`config.mk`:
```
export PLATFORM = sky130hd
export DESIGN_NAME = sipo_deser_flat
export DESIGN_NICKNAME = d
export VERILOG_FILES = /design/src/rtl/sipo_pkg.sv /design/src/rtl/sipo_deser_if.sv /design/src/rtl/sipo_bit_cnt.sv /design/src/rtl/sipo_deser.sv /design/src/flat_wrapper.sv
export SDC_FILE = /design/constraint.sdc
export NUM_CORES = 1
export LEC_CHECK = 0
export CAP_MARGIN = 40
export CORE_MARGIN = 10
export CORE_UTILIZATION = 50
export CTS_CLUSTER_SIZE = 40
export DETAILED_ROUTE_END_ITERATION = 12
export DONT_BUFFER_PORTS = 1
export GPL_ROUTABILITY_DRIVEN = 0
export GPL_TIMING_DRIVEN = 0
export PLACE_DENSITY = 0.68
export SLEW_MARGIN = 5
export SYNTH_ARGS = -nofsm -noshare
export SYNTH_HDL_FRONTEND = slang
export SYNTH_SLANG_ARGS = --single-unit
```
`constraint.sdc`:
```
create_clock -name clk -period 2.2 [get_ports clk]
set_clock_uncertainty 0.2 [all_clocks]
set_input_delay 0.33 -clock clk [delete_from_list [all_inputs] [get_ports clk]]
set_output_delay 0.33 -clock clk [all_outputs]
set_load 0.05 [all_outputs]
```
`src/rtl/sipo_pkg.sv`:
```
// -----------------------------------------------------------------------------
// sipo_pkg
// Shared definitions for the serial-in/parallel-out deserializer.
//   state_t   : receive FSM states (PARITY only reachable when SIPO_PARITY_EN
//               is defined)
//   MSB_FIRST : value of the msb_first input that selects MSB-first ordering
// -----------------------------------------------------------------------------
package sipo_pkg;

  typedef enum logic [1:0] {
    IDLE   = 2'd0,
    SHIFT  = 2'd1,
    PARITY = 2'd2
  } state_t;

  localparam logic MSB_FIRST = 1'b1;

endpackage

```
`src/rtl/sipo_deser_if.sv`:
```
// -----------------------------------------------------------------------------
// sipo_deser_if
// Bundles the serial input side and the ready/valid word output side of the
// deserializer.
//   master : serial source + word consumer (drives ser_*, start, msb_first,
//            clr_ovr, dout_ready; observes dout, dout_valid, dout_err,
//            overrun, frame_abort)
//   slave  : the deserializer itself
// Parameter N is the word width.
// -----------------------------------------------------------------------------
interface sipo_deser_if #(
  parameter int N = 4
);

  logic         ser_in;
  logic         ser_valid;
  logic         start;
  logic         msb_first;
  logic         clr_ovr;
  logic [N-1:0] dout;
  logic         dout_valid;
  logic         dout_ready;
  logic         dout_err;
  logic         overrun;
  logic         frame_abort;

  modport master (
    output ser_in, ser_valid, start, msb_first, clr_ovr, dout_ready,
    input  dout, dout_valid, dout_err, overrun, frame_abort
  );

  modport slave (
    input  ser_in, ser_valid, start, msb_first, clr_ovr, dout_ready,
    output dout, dout_valid, dout_err, overrun, frame_abort
  );

endinterface

```
`src/rtl/sipo_bit_cnt.sv`:
```
// -----------------------------------------------------------------------------
// sipo_bit_cnt
// Frame bit counter for the deserializer.
//   clk, reset_b : clock, asynchronous active-low reset
//   i_load       : start of frame, count becomes 1 (bit 0 already taken)
//   i_inc        : one more data bit accepted
//   i_clr        : frame finished, count returns to 0
//   o_term       : the next accepted data bit is the last one (count == N-1)
// -----------------------------------------------------------------------------
module sipo_bit_cnt #(
  parameter int N  = 4,
  parameter int CW = $clog2(N + 1)
) (
  input  logic clk,
  input  logic reset_b,
  input  logic i_load,
  input  logic i_inc,
  input  logic i_clr,
  output logic o_term
);

  logic [CW-1:0] r_cnt;

  // NOTE: clocked state uses non-blocking assignments so every register in
  // the design samples pre-edge values, independent of block ordering.
  always_ff @(posedge clk or negedge reset_b) begin
    if (!reset_b) begin
      r_cnt <= '0;
    end else if (i_clr) begin
      r_cnt <= '0;
    end else if (i_load) begin
      r_cnt <= CW'(1);
    end else if (i_inc) begin
      r_cnt <= r_cnt + 1'b1;
    end
  end

  assign o_term = (r_cnt == CW'(N - 1));

endmodule

```
`src/rtl/sipo_deser.sv`:
```
// -----------------------------------------------------------------------------
// sipo_deser
// Serial-in/parallel-out deserializer. Rebuilds N-bit words shifted in
// MSB-first or LSB-first (chosen per frame on bit 0) and double-buffers each
// completed word into a ready/valid output register.
//   clk     : clock, all state changes on the rising edge
//   reset_b : asynchronous active-low reset
//   bus     : sipo_deser_if.slave (serial input, word output, status flags)
// Build option: define SIPO_PARITY_EN to expect an even-parity bit after the
// N data bits and report mismatches on dout_err; otherwise dout_err is 0.
// -----------------------------------------------------------------------------
module sipo_deser
  import sipo_pkg::*;
#(
  parameter int N = 4
) (
  input  logic         clk,
  input  logic         reset_b,
  sipo_deser_if.slave  bus
);

  state_t       r_state;
  logic [N-1:0] r_sr;
  logic         r_msb;
  logic [N-1:0] r_dout;
  logic         r_dout_valid;
  logic         r_dout_err;
  logic         r_overrun;
  logic         r_frame_abort;

  logic         w_new_frame;
  logic         w_abort;
  logic         w_data_bit;
  logic         w_term;
  logic         w_order;
  logic [N-1:0] w_sr_base;
  logic [N-1:0] w_sr_next;
  logic         w_xfer;
  logic [N-1:0] w_xfer_word;
  logic         w_xfer_err;

  // A qualified start always begins a new frame, even in the middle of one.
  assign w_new_frame = bus.ser_valid && bus.start;
  assign w_abort     = w_new_frame && (r_state != IDLE);
  assign w_data_bit  = bus.ser_valid && !bus.start && (r_state == SHIFT);

  // Bit 0 is shifted into an empty register using the order being latched,
  // so one shift expression serves both the first and later bits.
  assign w_order   = w_new_frame ? bus.msb_first : r_msb;
  assign w_sr_base = w_new_frame ? '0 : r_sr;
  assign w_sr_next = (w_order == MSB_FIRST) ? {w_sr_base[N-2:0], bus.ser_in}
                                            : {bus.ser_in, w_sr_base[N-1:1]};

`ifdef SIPO_PARITY_EN
  // The parity bit completes the frame; the word is already in r_sr.
  assign w_xfer      = bus.ser_valid && !bus.start && (r_state == PARITY);
  assign w_xfer_word = r_sr;
  assign w_xfer_err  = ^{r_sr, bus.ser_in};
`else
  assign w_xfer      = w_data_bit && w_term;
  assign w_xfer_word = w_sr_next;
  assign w_xfer_err  = 1'b0;
`endif

  sipo_bit_cnt #(.N(N)) u_bit_cnt (
    .clk     (clk),
    .reset_b (reset_b),
    .i_load  (w_new_frame),
    .i_inc   (w_data_bit),
    .i_clr   (w_xfer),
    .o_term  (w_term)
  );

  always_ff @(posedge clk or negedge reset_b) begin
    if (!reset_b) begin
      r_state       <= IDLE;
      r_sr          <= '0;
      r_msb         <= 1'b0;
      r_dout        <= '0;
      r_dout_valid  <= 1'b0;
      r_dout_err    <= 1'b0;
      r_overrun     <= 1'b0;
      r_frame_abort <= 1'b0;
    end else begin
      r_frame_abort <= w_abort;

      // Receive FSM
      if (w_new_frame) begin
        r_state <= SHIFT;
        r_msb   <= bus.msb_first;
        r_sr    <= w_sr_next;
      end else if (w_data_bit) begin
        r_sr <= w_sr_next;
        if (w_term) begin
`ifdef SIPO_PARITY_EN
          r_state <= PARITY;
`else
          r_state <= IDLE;
`endif
        end
      end else if (w_xfer) begin
        r_state <= IDLE;
      end

      // Output register: a pending word accepted this cycle frees the slot.
      if (w_xfer) begin
        if (!r_dout_valid || bus.dout_ready) begin
          r_dout       <= w_xfer_word;
          r_dout_err   <= w_xfer_err;
          r_dout_valid <= 1'b1;
        end
      end else if (r_dout_valid && bus.dout_ready) begin
        r_dout_valid <= 1'b0;
      end

      // Setting a dropped word wins over a same-cycle clear request.
      if (w_xfer && r_dout_valid && !bus.dout_ready) begin
        r_overrun <= 1'b1;
      end else if (bus.clr_ovr) begin
        r_overrun <= 1'b0;
      end
    end
  end

  assign bus.dout        = r_dout;
  assign bus.dout_valid  = r_dout_valid;
  assign bus.dout_err    = r_dout_err;
  assign bus.overrun     = r_overrun;
  assign bus.frame_abort = r_frame_abort;

endmodule

```
`src/flat_wrapper.sv`:
```
// flat-port wrapper written by rule: the top's interface ports become plain ports
module sipo_deser_flat import sipo_pkg::*;
#(
  parameter int N = 4
)
  (clk, reset_b, bus_ser_in, bus_ser_valid, bus_start, bus_msb_first, bus_clr_ovr, bus_dout_ready, bus_dout, bus_dout_valid, bus_dout_err, bus_overrun, bus_frame_abort);
  sipo_deser_if #(.N(N)) bus_i ();
  input  logic clk;
  input  logic reset_b;
  input wire logic [$bits(bus_i.ser_in)-1:0] bus_ser_in;
  input wire logic [$bits(bus_i.ser_valid)-1:0] bus_ser_valid;
  input wire logic [$bits(bus_i.start)-1:0] bus_start;
  input wire logic [$bits(bus_i.msb_first)-1:0] bus_msb_first;
  input wire logic [$bits(bus_i.clr_ovr)-1:0] bus_clr_ovr;
  input wire logic [$bits(bus_i.dout_ready)-1:0] bus_dout_ready;
  output wire logic [$bits(bus_i.dout)-1:0] bus_dout;
  output wire logic [$bits(bus_i.dout_valid)-1:0] bus_dout_valid;
  output wire logic [$bits(bus_i.dout_err)-1:0] bus_dout_err;
  output wire logic [$bits(bus_i.overrun)-1:0] bus_overrun;
  output wire logic [$bits(bus_i.frame_abort)-1:0] bus_frame_abort;
  assign bus_i.ser_in = bus_ser_in;
  assign bus_i.ser_valid = bus_ser_valid;
  assign bus_i.start = bus_start;
  assign bus_i.msb_first = bus_msb_first;
  assign bus_i.clr_ovr = bus_clr_ovr;
  assign bus_i.dout_ready = bus_dout_ready;
  assign bus_dout = bus_i.dout;
  assign bus_dout_valid = bus_i.dout_valid;
  assign bus_dout_err = bus_i.dout_err;
  assign bus_overrun = bus_i.overrun;
  assign bus_frame_abort = bus_i.frame_abort;
  sipo_deser #(.N(N)) u_core (.clk(clk), .reset_b(reset_b), .bus(bus_i));
endmodule
```
==> impl_metrics.env, run 1 <==
export IMPL_drt_pass_1_iters=4
export IMPL_fp_coreArea_um2=1510
export IMPL_syn_inst=71
export IMPL_synth_enable_flop_cells=0
export IMPL_clock_insertion_delay_worst_skew_ps=280
export IMPL_drcViolationCount=0
export IMPL_met2RoutedLength_um=633
export IMPL_timing_max_cap_violations=0
export IMPL_worstMarginPinSlew_ps=725
export IMPL_synthesis_yosys_warnings=0
export IMPL_synth_seq_area_share=0.504
export IMPL_critical_path_startpoint_type="register"
export IMPL_cellLeakagePower_nw=0.431
export IMPL_worst_path_fanout_max=5
export IMPL_cts_resized=0
export IMPL_post_synthesis_share_of_cell_area_spent_on_and_or_nand_and_nor_gates=0.153
export IMPL_period_needed_ps=1850
export IMPL_setup_violators_final=0
export IMPL_top_level_ports=16
export IMPL_area_growth_syn_to_layout_pct=10.4
export IMPL_worst_hold_path_endpoint="u_core.r_state[0]$_DFFE_PN0P_"
export IMPL_synth_cell_types=25
export IMPL_post_dp_hpwl_um=1100
export IMPL_hold_violations=0
export IMPL_avgRoutedWirePerCell_um=15.4
export IMPL_globalRouteTotalUtil=0.0876
export IMPL_p_per_area_nw_per_um2=1090
export IMPL_max_frequency_mhz=540
export IMPL_setup_tns_ps=0
export IMPL_grt_pass1_wl_um=2460
export IMPL_initial_core_utilization=0.527
export IMPL_r2r_end="u_core.bus.dout[3]$_DFFE_PN0P_"
export IMPL_htreeDepth=1
export IMPL_rrSetupSlack_ps=350
export IMPL_slew_violations=0
export IMPL_place_worst_setup_slack_ps=362
export IMPL_run_status="complete, no violations"
export IMPL_post_synth_mux_area_share=0.164
export IMPL_ctsLongestPathBuffers=2
export IMPL_floorplan_die_area_um2=3580
export IMPL_ir_drop_mv=0.657
export IMPL_hold_path_depth=2
export IMPL_synthesis_area_per_instance_um2=11.2
export IMPL_rows=14
export IMPL_cts_post_setup_buffers_inserted=0
export IMPL_vias_per_cell=5.49
export IMPL_cts_reportedPaths_clkPinSlew_ps=90
export IMPL_grt_antenna_before_repair=0
export IMPL_wirelength_met1_um=636
export IMPL_final_cell_area_um2=877
export IMPL_synth_xor_xnor_area_share=0
export IMPL_numCtsBuffers=3
export IMPL_grt_overflow_total=0
export IMPL_post_synth_instance_area_um2=795
export IMPL_final_setup_worst_slack_ps=348
export IMPL_worstSetupPathType="register to register"
export IMPL_dp_cells=87
export IMPL_slew_headroom=0.515
export IMPL_synth_fa_ha_area_frac=0.0315
export IMPL_grt_max_degree=17
export IMPL_worst_hold_startpoint="bus_ser_valid"
export IMPL_async_reset_ff_frac=1.00
export IMPL_synth_compound_area_share=0.0929
export IMPL_post_route_wl_um=1450
export IMPL_min_period_over_period=0.842
export IMPL_setup_repair_after_global_routing_missed_its_margin="no"
export IMPL_number_of_global_route_vias_before_repair=527
export IMPL_maxUsedRoutingLayer="met4"
export IMPL_regToRegStartpoint="u_core.u_bit_cnt.r_cnt[0]$_DFFE_PN0P_"
export IMPL_largest_family_of_logic_cells_by_synthesized_area="multiplexers"
export IMPL_critical_path_endpoint_type="register"
export IMPL_initial_drt_markers=12
export IMPL_diodes_inserted=0
export IMPL_synth_main_ff_cell="sky130_fd_sc_hd__dfrtp_1"
export IMPL_final_cell_count_no_fill=94
export IMPL_synth_seq_cells=16
export IMPL_postSynthNetCount=81
export IMPL_cts_root_buffer_cell="sky130_fd_sc_hd__clkbuf_4"
export IMPL_critPathRequiredTime_ps=2170
export IMPL_worstHoldPathType="primary input to register"
export IMPL_clock_tree_from_tritoncts="built"
export IMPL_final_nets=90
export IMPL_drive_gt1_frac=0.218
export IMPL_drt_antenna_violating_nets=0
export IMPL_clock_sinks=16
export IMPL_reg2regPathDepth=5
export IMPL_detailed_place_area_um2=815
export IMPL_critical_path_arrival_ps=1820
export IMPL_die_span_y_um=59.9
export IMPL_port_buffers=0
export IMPL_wl_met3_um=167
export IMPL_chipWidth_um=59.9
export IMPL_via_count=516
==> report_power, final <==
group          internal (mW)  switching (mW)  leakage (nW)  total [mW]
clock                 0.0635          0.0870        0.0138       0.151
combinational          0.126           0.123         0.212       0.248
sequential             0.378           0.176         0.206       0.554
total                  0.567           0.385         0.431       0.953
==> timing repair <==
item | 4_1_cts | 5_1_grt
hold buffers | 3 | 1
setup endpoints to repair | 0 | 0
hold endpoints to repair | 18 | 1
==> registers in the layout (all words and copies together), names as in the netlist <==
name	flops
u_core.bus.dout	4
u_core.bus.dout_valid	1
u_core.bus.frame_abort	1
u_core.bus.overrun	1
u_core.r_msb	1
u_core.r_sr	4
u_core.r_state	1
u_core.u_bit_cnt.r_cnt	3
==> layer usage <==
layer  GRT usage  vias up
met4      0.0192        0
met2       0.129       15
li1            -      257
met3      0.0614        2
met5           0        -
met1       0.101      242
==> area by class of cell <==
type,instances,area [um2]
tap,16,20.0
fill,141,629
timing repair buffer,4,40.0
buffer,5,28.8
clock buffer,3,22.5
multi-input combinational,47,354
inverter,3,11.3
sequential,16,400
==> cells in the mapped netlist, types with 3 or more instances <==
cell type,count,share of area
sky130_fd_sc_hd__nor2_1,6,0.028
sky130_fd_sc_hd__dfrtp_1,16,0.50
sky130_fd_sc_hd__mux2i_1,4,0.050
sky130_fd_sc_hd__mux2_2,8,0.11
sky130_fd_sc_hd__nand2_1,6,0.028
sky130_fd_sc_hd__inv_1,3,0.014
==> worst max-delay path by stage <==
stage / startpoint / slack (ps) / to / cells after the start
after floorplan: u_core.u_bit_cnt.r_cnt[0]$_DFFE_PN0P_ / 530 / u_core.bus.dout[0]$_DFFE_PN0P_ / 5
after global placement: u_core.u_bit_cnt.r_cnt[0]$_DFFE_PN0P_ / 400 / u_core.bus.dout[1]$_DFFE_PN0P_ / 5
after detailed placement: u_core.u_bit_cnt.r_cnt[0]$_DFFE_PN0P_ / 360 / u_core.bus.dout[2]$_DFFE_PN0P_ / 5
after CTS: u_core.u_bit_cnt.r_cnt[0]$_DFFE_PN0P_ / 340 / u_core.bus.dout[1]$_DFFE_PN0P_ / 5
after global routing: u_core.u_bit_cnt.r_cnt[1]$_DFFE_PN0P_ / 240 / u_core.bus.dout[1]$_DFFE_PN0P_ / 5
final: u_core.u_bit_cnt.r_cnt[0]$_DFFE_PN0P_ / 350 / u_core.bus.dout[3]$_DFFE_PN0P_ / 5
==> stage by stage <==
stage | total power, mW | hold slack (ps) | util
detailed placement | 0.805 | -165 | 0.541
global route | 1.02 | 8.93 | 0.582
CTS | 0.964 | 2.15 | 0.576
finish | 0.953 | 8.89 | 0.582
global placement | 0.790 | -165 | 0.541
floorplan | 0.748 | -166 | -
==> layout by cell type (no fill, tap or decap), types with 2 or more instances in the layout <==
cell type                        n
sky130_fd_sc_hd__dfrtp_1        16
sky130_fd_sc_hd__mux2_2          8
sky130_fd_sc_hd__nor2_1          6
sky130_fd_sc_hd__nand2_1         6
sky130_fd_sc_hd__mux2i_1         4
sky130_fd_sc_hd__dlygate4sd3_1   4
sky130_fd_sc_hd__inv_1           3
sky130_fd_sc_hd__clkbuf_4        3
sky130_fd_sc_hd__buf_4           2
sky130_fd_sc_hd__buf_2           2
sky130_fd_sc_hd__nand2b_1        2
sky130_fd_sc_hd__o21ai_0         2
sky130_fd_sc_hd__o21ai_1         2
sky130_fd_sc_hd__o22ai_1         2
sky130_fd_sc_hd__a21oi_1         2
sky130_fd_sc_hd__a21o_1          2
sky130_fd_sc_hd__ha_1            2
==> cell families after synthesis <==
kind of cell / Yosys count
other: 1
and+or+nand+nor: 20
muxes: 12
DFF: 16
adders and majority gates: 2
buffers and inverters: 8
AOI/OAI and AO/OA: 12
==> worst max-delay path, stage by stage (launching register included) <==
cell and delay, ps:
sky130_fd_sc_hd__dfrtp_1 390, sky130_fd_sc_hd__ha_1 180, sky130_fd_sc_hd__ha_1 290, sky130_fd_sc_hd__nand4b_4 160, sky130_fd_sc_hd__nor2b_4 180, sky130_fd_sc_hd__mux2_2 340
Note: power is estimated with default switching activity, not from simulation.
==> inputs of run 2 (changes only) <==
--- a/config.mk
+++ b/config.mk
@@ -13,7 +13,7 @@
 export DONT_BUFFER_PORTS = 1
 export GPL_ROUTABILITY_DRIVEN = 0
 export GPL_TIMING_DRIVEN = 0
-export PLACE_DENSITY = 0.68
+export PLACE_DENSITY = 0.71
 export SLEW_MARGIN = 5
 export SYNTH_ARGS = -nofsm -noshare
 export SYNTH_HDL_FRONTEND = slang
==> constraint.sdc (replaced) <==
create_clock -name clk -period 1.7 [get_ports clk]
set_clock_uncertainty 0.2 [all_clocks]
set_input_delay 0.255 -clock clk [delete_from_list [all_inputs] [get_ports clk]]
set_output_delay 0.255 -clock clk [all_outputs]
set_load 0.05 [all_outputs]
==> run 2 against run 1 <==
  * The run now ends with negative hold slack left
  * Total power is 45% higher
  * Highest routed layer unchanged
  * Worst hold slack worse by 64 ps
  * Setup slack worse by 300 ps
  * Critical path type unchanged
  * Critical endpoint is now u_core.bus.dout[2]$_DFFE_PN0P_
==> impl_metrics.env, run 2 (synthesis results as in run 1) <==
export IMPL_worstSetupPathType="register to register"
export IMPL_ir_drop_mv=0.805
export IMPL_drt_pass_1_iters=2
export IMPL_initial_drt_markers=9
export IMPL_die_span_y_um=59.9
export IMPL_final_setup_worst_slack_ps=42.9
export IMPL_via_count=552
export IMPL_failed_checks="negative hold slack"
export IMPL_fp_coreArea_um2=1510
export IMPL_slew_violations=0
export IMPL_period_needed_ps=1660
export IMPL_port_buffers=0
export IMPL_setup_tns_ps=0
export IMPL_critical_path_endpoint_type="register"
export IMPL_dp_cells=87
export IMPL_critPathRequiredTime_ps=1680
export IMPL_floorplan_die_area_um2=3580
export IMPL_cts_root_buffer_cell="sky130_fd_sc_hd__clkbuf_4"
export IMPL_postCtsHoldBufs=5
export IMPL_diodes_inserted=0
export IMPL_met2RoutedLength_um=640
export IMPL_worst_path_fanout_max=4
export IMPL_chipWidth_um=59.9
export IMPL_top_level_ports=16
export IMPL_p_per_area_nw_per_um2=1430
export IMPL_globalRouteTotalUtil=0.0902
export IMPL_fin_hold_ws_ps=-54.9
export IMPL_final_util=0.640
export IMPL_area_growth_syn_to_layout_pct=21.4
export IMPL_numCtsBuffers=3
export IMPL_worstHoldPathType="primary input to register"
export IMPL_cts_reportedPaths_clkPinSlew_ps=90
export IMPL_critical_path_arrival_ps=1640
export IMPL_worstMarginPinSlew_ps=718
export IMPL_grt_overflow_total=0
export IMPL_max_frequency_mhz=603
export IMPL_layout_filler_cells=120
export IMPL_vias_per_cell=5.47
export IMPL_post_dp_hpwl_um=1060
export IMPL_clock_sinks=16
export IMPL_layout_commonest_cell="sky130_fd_sc_hd__dfrtp_1"
export IMPL_hold_violations=5
export IMPL_drcViolationCount=0
export IMPL_clock_insertion_delay_worst_skew_ps=280
export IMPL_timing_max_cap_violations=0
export IMPL_setup_repair_after_global_routing_missed_its_margin="yes"
export IMPL_multi_input_area_um2=379
export IMPL_initial_core_utilization=0.527
export IMPL_drt_antenna_violating_nets=0
export IMPL_slew_headroom=0.520
export IMPL_number_of_global_route_vias_before_repair=571
export IMPL_ctsLongestPathBuffers=2
export IMPL_cellLeakagePower_nw=0.466
export IMPL_grt_max_degree=17
export IMPL_commonest_non_fill_non_tap_cells_in_the_layout="15 x sky130_fd_sc_hd__dfrtp_1, 8 x sky130_fd_sc_hd__mux2_2, 7 x sky130_fd_sc_hd__buf_4"
export IMPL_final_nets=96
export IMPL_htreeDepth=1
export IMPL_setup_violators_final=0
export IMPL_run_status="finished, violations left"
export IMPL_clock_tree_from_tritoncts="built"
export IMPL_avgRoutedWirePerCell_um=14.6
export IMPL_post_route_wl_um=1470
export IMPL_final_cell_count_no_fill=101
export IMPL_register_area_um2=402
export IMPL_critical_path_startpoint_type="register"
export IMPL_grt_antenna_before_repair=0
export IMPL_maxUsedRoutingLayer="met4"
export IMPL_wirelength_met1_um=676
export IMPL_grt_pass1_wl_um=2480
export IMPL_rows=14
export IMPL_min_period_over_period=0.975
export IMPL_wl_met3_um=146
export IMPL_place_worst_setup_slack_ps=-134
export IMPL_drive_gt1_frac=0.306
==> run 2: worst max-delay path: stages, from the launching register on <==
cell,delay (ps)
sky130_fd_sc_hd__dfrtp_1,400
sky130_fd_sc_hd__ha_4,160
sky130_fd_sc_hd__ha_4,140
sky130_fd_sc_hd__nand4b_4,120
sky130_fd_sc_hd__nor2b_4,180
sky130_fd_sc_hd__mux2_2,350
==> run 2: worst paths after layout <==
path / to / slack (ps) / cells past startpoint / start
setup / recovery: u_core.bus.dout[2]$_DFFE_PN0P_ / 40 / 5 / u_core.u_bit_cnt.r_cnt[0]$_DFFE_PN0P_
hold / removal: u_core.r_state[0]$_DFFE_PN0P_ / -50 / 2 / bus_ser_valid
min in group asynchronous: u_core.u_bit_cnt.r_cnt[1]$_DFFE_PN0P_ / 260 / 1 / reset_b
hold reg to reg: u_core.u_bit_cnt.r_cnt[2]$_DFFE_PN0P_ / 280 / 2 / u_core.u_bit_cnt.r_cnt[2]$_DFFE_PN0P_
setup reg to reg: u_core.bus.dout[2]$_DFFE_PN0P_ / 40 / 5 / u_core.u_bit_cnt.r_cnt[0]$_DFFE_PN0P_
max in group asynchronous: u_core.bus.dout_valid$_DFFE_PN0P_ / 550 / 1 / reset_b
==> run 2: stage by stage <==
| step | hold WS (ps) | power, mW | area [um2] |
|---|---|---|---|
| 2_1_floorplan | -241 | 0.968 | 795 |
| 3_3_place_gp | -240 | 1.02 | 815 |
| 3_5_place_dp | -240 | 1.03 | 815 |
| 4_1_cts | -65.4 | 1.35 | 938 |
| 5_1_grt | -63.1 | 1.47 | 965 |
| 6_report | -54.9 | 1.38 | 965 |
==> run 2: power by group <==
| part | switching [mW] | total (mW) | internal [mW] |
|---|---|---|---|
| sequential | 0.227 | 0.716 | 0.490 |
| combinational | 0.180 | 0.411 | 0.231 |
| clock | 0.122 | 0.253 | 0.130 |
| total | 0.529 | 1.38 | 0.852 |
==> run 2: metal layers <==
metal  GRT usage  vias up
li1            -      273
met1      0.0974      263
met2       0.140       14
met3      0.0530        2
met4      0.0385        0
met5           0        -
==> run 2: cell type report <==
cell class	count	area share
sequential	16	0.416
multi-input combinational	47	0.393
timing repair buffer	10	0.0908
clock buffer	4	0.0376
buffer	5	0.0298
tap	16	0.0208
inverter	3	0.0117
==> run 2: timing repair <==
item / 4_1_cts / 5_1_grt
hold endpoints to repair: 25 / 5
resized for setup: 3 / 2
setup endpoints to repair: 4 / 4
pin swaps: 2 / 2
buffers inserted: 3 / 2
